--- config.mk ---
export PLATFORM = sky130hd
export DESIGN_NAME = instruction_fetch
export DESIGN_NICKNAME = d
export VERILOG_FILES = /design/src/rtl/instruction_fetch.sv
export SDC_FILE = /design/constraint.sdc
export NUM_CORES = 1
export LEC_CHECK = 0
export ABC_AREA = 1
export CAP_MARGIN = 20
export CORE_MARGIN = 4
export CORE_UTILIZATION = 42
export CTS_CLUSTER_SIZE = 16
export DETAILED_ROUTE_END_ITERATION = 7
export MAX_ROUTING_LAYER = met4
export PLACE_DENSITY = 0.72
export SLEW_MARGIN = 0
export SYNTH_ARGS = -nofsm -noshare
export SYNTH_HDL_FRONTEND = slang
export SYNTH_SLANG_ARGS = --single-unit
--- constraint.sdc ---
create_clock -name clk -period 4.72 [get_ports clk]
set_input_delay 0.472 -clock clk [delete_from_list [all_inputs] [get_ports clk]]
set_output_delay 0.472 -clock clk [all_outputs]
set_load 0.05 [all_outputs]
--- src/rtl/instruction_fetch.sv ---
// Instruction fetch stage: issues one word read at a time, absorbs memory latency,
// and presents instructions in an IF/ID register that decode can stall or a redirect can flush.
module instruction_fetch #(
  parameter logic [31:0] RESET_PC = 32'h0000_0000
) (
  input  logic        clk,
  input  logic        rst_n,
  output logic        imem_req,
  output logic [31:0] imem_addr,
  input  logic        imem_rvalid,
  input  logic [31:0] imem_rdata,
  input  logic        redirect,
  input  logic [31:0] redirect_pc,
  input  logic        stall,
  output logic        if_valid,
  output logic [31:0] if_instr,
  output logic [31:0] if_pc,
  output logic [31:0] if_pc_plus4,
  output logic [5:0]  opcode,
  output logic [5:0]  func
);

  typedef enum logic [1:0] {FETCH, WAIT, HOLD} state_t;

  state_t      state, state_n;
  logic [31:0] pc, pc_n;
  logic        kill, kill_n;
  logic [31:0] hold_word, hold_word_n;
  logic        load;
  logic [31:0] load_word;
  logic        slot_free;
  logic [31:0] redirect_target;
  logic [31:0] pc_plus4;

  assign slot_free       = !if_valid || !stall;
  assign redirect_target = redirect_pc & ~32'h3;
  assign pc_plus4        = pc + 32'd4;

  // The request strobe is masked by reset so nothing is issued while held in reset.
  assign imem_req  = rst_n && (state == FETCH);
  assign imem_addr = pc;
  assign opcode    = if_instr[31:26];
  assign func      = if_instr[5:0];

  always_comb begin
    // NOTE: every variable gets a default before the case, so no path leaves one unassigned and no latch is inferred.
    state_n     = state;
    pc_n        = pc;
    kill_n      = kill;
    hold_word_n = hold_word;
    load        = 1'b0;
    load_word   = hold_word;
    case (state)
      FETCH: begin
        state_n = WAIT;
        if (redirect) begin
          pc_n   = redirect_target;
          kill_n = 1'b1;
        end
      end
      WAIT: begin
        if (imem_rvalid) begin
          // Any response here closes the outstanding request, stale or not.
          state_n = FETCH;
          kill_n  = 1'b0;
          if (redirect) begin
            pc_n = redirect_target;
          end else if (!kill) begin
            if (slot_free) begin
              load      = 1'b1;
              load_word = imem_rdata;
              pc_n      = pc_plus4;
            end else begin
              hold_word_n = imem_rdata;
              state_n     = HOLD;
            end
          end
        end else if (redirect) begin
          pc_n   = redirect_target;
          kill_n = 1'b1;
        end
      end
      HOLD: begin
        if (redirect) begin
          pc_n    = redirect_target;
          state_n = FETCH;
        end else if (slot_free) begin
          load    = 1'b1;
          pc_n    = pc_plus4;
          state_n = FETCH;
        end
      end
      default: state_n = FETCH;
    endcase
  end

  // NOTE: sequential state uses non-blocking assignments so every register samples pre-edge values.
  always_ff @(posedge clk or negedge rst_n) begin
    if (!rst_n) begin
      state     <= FETCH;
      pc        <= RESET_PC;
      kill      <= 1'b0;
      hold_word <= 32'h0;
    end else begin
      state     <= state_n;
      pc        <= pc_n;
      kill      <= kill_n;
      hold_word <= hold_word_n;
    end
  end

  always_ff @(posedge clk or negedge rst_n) begin
    if (!rst_n) begin
      if_valid    <= 1'b0;
      if_instr    <= 32'h0;
      if_pc       <= 32'h0;
      if_pc_plus4 <= 32'h0;
    end else if (redirect) begin
      if_valid <= 1'b0;
    end else if (load) begin
      if_valid    <= 1'b1;
      if_instr    <= load_word;
      if_pc       <= pc;
      if_pc_plus4 <= pc_plus4;
    end else if (if_valid && !stall) begin
      if_valid <= 1'b0;
    end
  end

endmodule

==> summary.txt <==
Die span in y - 148 µm
Final setup vio count - 0
Die width - 148 µm
Wirelength per Cell - 17.3 µm
Met2 GRT Util - 0.345
Mapped Nets - 1075
Critical Path RT - 4.25 ns
Setup bufs post-CTS - 0
Total track usage - 0.235
Status - completed
Initial Util - 0.434
Largest net degree at the start of global routing - 138
Setup TNS - 0 ns
First-pass GRT wire length - 39.6 mm
Pwr dens - 832 nW/µm²
Ys Warns - 0
Mapped Area - 8230 µm²
Int Power - 0.00447 W
Routability congestion estimate - 0.937
Vias in the first global route - 7283
Fraction of the mapped netlist area in adder cells - 0.00761
# DRC - 0
I/O Buffers - 208
Switching part of the total power - 0.513
Grt total ovfl - 0
Clk Latency, worst-skew pair - 0.43 ns
Drt total wl - 25.0 mm
Clock Tree Buf Depth - 2
N_diodes - 0
RSZ-0062 raised after global routing - no
Synth-to-Final Area Change - 34.2%
Complex-gate fraction of the synthesized area - 0.144
Met3 Use GR - 0.0628
Die area - 21900 µm²
Avg Cell Area, Syn - 8.22 µm²
Cell chosen for the clock root - clkbuf_16
CTS tree - done
Fmax - 0.344 GHz
Mux contribution to synthesized area - 0.0438
Worst-Margin Slew - 0.825 ns
Synth cell count leaders - nand2_1, dfrtp_1, nor2_1, a21oi_1, nand3_1
GR peak layer - met2
Worst clock skew - 0.00945 ns
Worst setup path class - in2out
Crit Path Max Fanout - 46
Top-area cell type share of the netlist area - 0.493
Util after Layout - 0.582
Critical Path Sink Type - primary output
Pins Over Slew Limit - 0
I/O pin cnt - 211
Final hold violations - 0
Vias/cell - 5.23
Clk network pwr share - 0.161
Crit share post-route - 0.617
Post-DP HPWL - 17.3 mm
Core area - 19000 µm²
XOR/XNOR share of the synthesized area - 0.00852
Net Switching - 0.00471 W
Synth Area in Simple Gates - 0.233
Count leader, synth - nand2_1
Gate Count Post-Synth - 1001
Largest family of logic cells by synthesized area - simple AND/OR/NAND/NOR gates
Flops & latches, synth - 162
CTS buffer count - 17
FP Rows - 50
Area contributors post-synth - dfrtp_1, nand2_1, a21oi_1
Yosys top cell by area - dfrtp_1
Via Count - 7574
Combinational Power Share - 0.569
Startpoint Class - primary input
Sequential Power Share - 0.270
Worst ir drop on vdd - 0.445 mV
Clk sink count - 162
Nets - 1250
Number of flops mapped to enable cells by yosys - 0
Worst EP arrival - 2.44 ns
Max-capacitance violation count - 0
Drt initial violations - 605
Met1 usage - 0.324
First-pass iteration count of the detailed router - 5
Main flop type after synthesis - dfrtp_1
Leak - 4.92 nW
HP Class - reg2reg
Sequential area share after synthesis - 0.493
ANT nets after route - 0
Initial antenna violation count - 0
Tmin final - 2.91 ns
Clock slew at reported path FFs - 0.07 ns
Post-synth cell types - 36
FFs w/ async S/R, synth - 1.00
Share of layout cells above drive strength 1 - 0.104
Slew margin rel. - 0.450
H-tree levels - 4
==> state kept, by name, summed over array words and instances (netlist names) <==
name         flops
if_instr        32
hold_word       32
imem_addr       32
kill             1
if_pc_plus4     30
state            2
if_pc           32
if_valid         1
==> final timing paths <==
| kind | startpoint | to | slack (ns) | cells after the start |
|---|---|---|---|---|
| hold reg to reg | if_pc[10] | if_pc[10] | 0.49 | 2 |
| hold / removal | if_pc[10] | if_pc[10] | 0.49 | 2 |
| min in group asynchronous | rst_n | if_pc[13] | 0.55 | 2 |
| max in group asynchronous | rst_n | imem_addr[13] | 2.22 | 4 |
| setup reg to reg | state[1] | hold_word[28] | 2.44 | 7 |
| setup / recovery | rst_n | imem_req | 1.81 | 5 |
==> cell usage in the layout (no fill, tap or decap), types with 7 or more instances in the layout <==
cell type,Yosys,layout
dfrtp_1,162,162
nand2_2,11,11
o21ai_0,46,46
mux2_2,32,32
o21ai_1,49,49
nor2_2,7,7
a22oi_1,7,7
clkdlybuf4s50_1,0,207
buf_4,18,12
xor2_1,8,8
a21oi_1,107,107
nand3_1,72,72
clkbuf_16,0,17
nor2_1,124,124
nand2_1,207,207
inv_1,49,49
inv_2,11,11
nor2_4,7,7
==> cell families (layout without fill, tap and decap cells) <==
group	Yosys count	after routing
and+or+nand+nor	444	444
muxes	32	32
AOI/OAI and AO/OA	224	224
xor gates and xnor gates	8	8
DFF	162	162
adders and majority gates	5	5
buffers and inverters	126	314
==> worst max-delay path, cell delays in order <==
cell and delay, ns:
dlygate4sd3_1 0.55, buf_6 0.37, nand2_1 0.12, inv_1 0.06, clkdlybuf4s50_1 0.80
==> through the flow <==
stage / hold WS [ns] / instance area (µm²) / worst slack (ns) / std cells / total power (W)
floorplan: 0.176 / 8230 / 2.82 / 1001 / 0.00596
global placement: 0.451 / 10400 / 1.98 / 1416 / 0.00765
detailed placement: 0.452 / 10400 / 1.94 / 1416 / 0.00770
CTS: 0.494 / 11000 / 1.77 / 1449 / 0.00922
global route: 0.511 / 11000 / 1.70 / 1449 / 0.00971
finish: 0.488 / 11000 / 1.81 / 1449 / 0.00918
==> power groups by stage <==
stage | logic, W | clock network (W) | registers, W
after floorplan | 0.00179 | 0 | 0.00418
after global placement | 0.00518 | 0 | 0.00247
after detailed placement | 0.00522 | 0 | 0.00249
after CTS | 0.00524 | 0.00151 | 0.00247
after global routing | 0.00557 | 0.00158 | 0.00256
final | 0.00522 | 0.00148 | 0.00248
==> repair_timing <==
action	in CTS	in global routing
hold buffers	1	0
gates resized for setup	0	0
hold endpoints to repair	19	0
==> routing by layer <==
metal	share of wire	wire, µm
met3	0.088	2210
met2	0.45	11200
met4	0.021	520
met5	0	0
met1	0.44	11100
==> layout make-up <==
type	instances	area (µm²)
fill	1666	7920
sequential	162	4050
multi-input combinational	713	3600
timing repair buffer	222	2200
clock buffer	18	439
tap	260	325
inverter	60	225
clock inverter	14	193
Power figures use the tool's default switching activity.
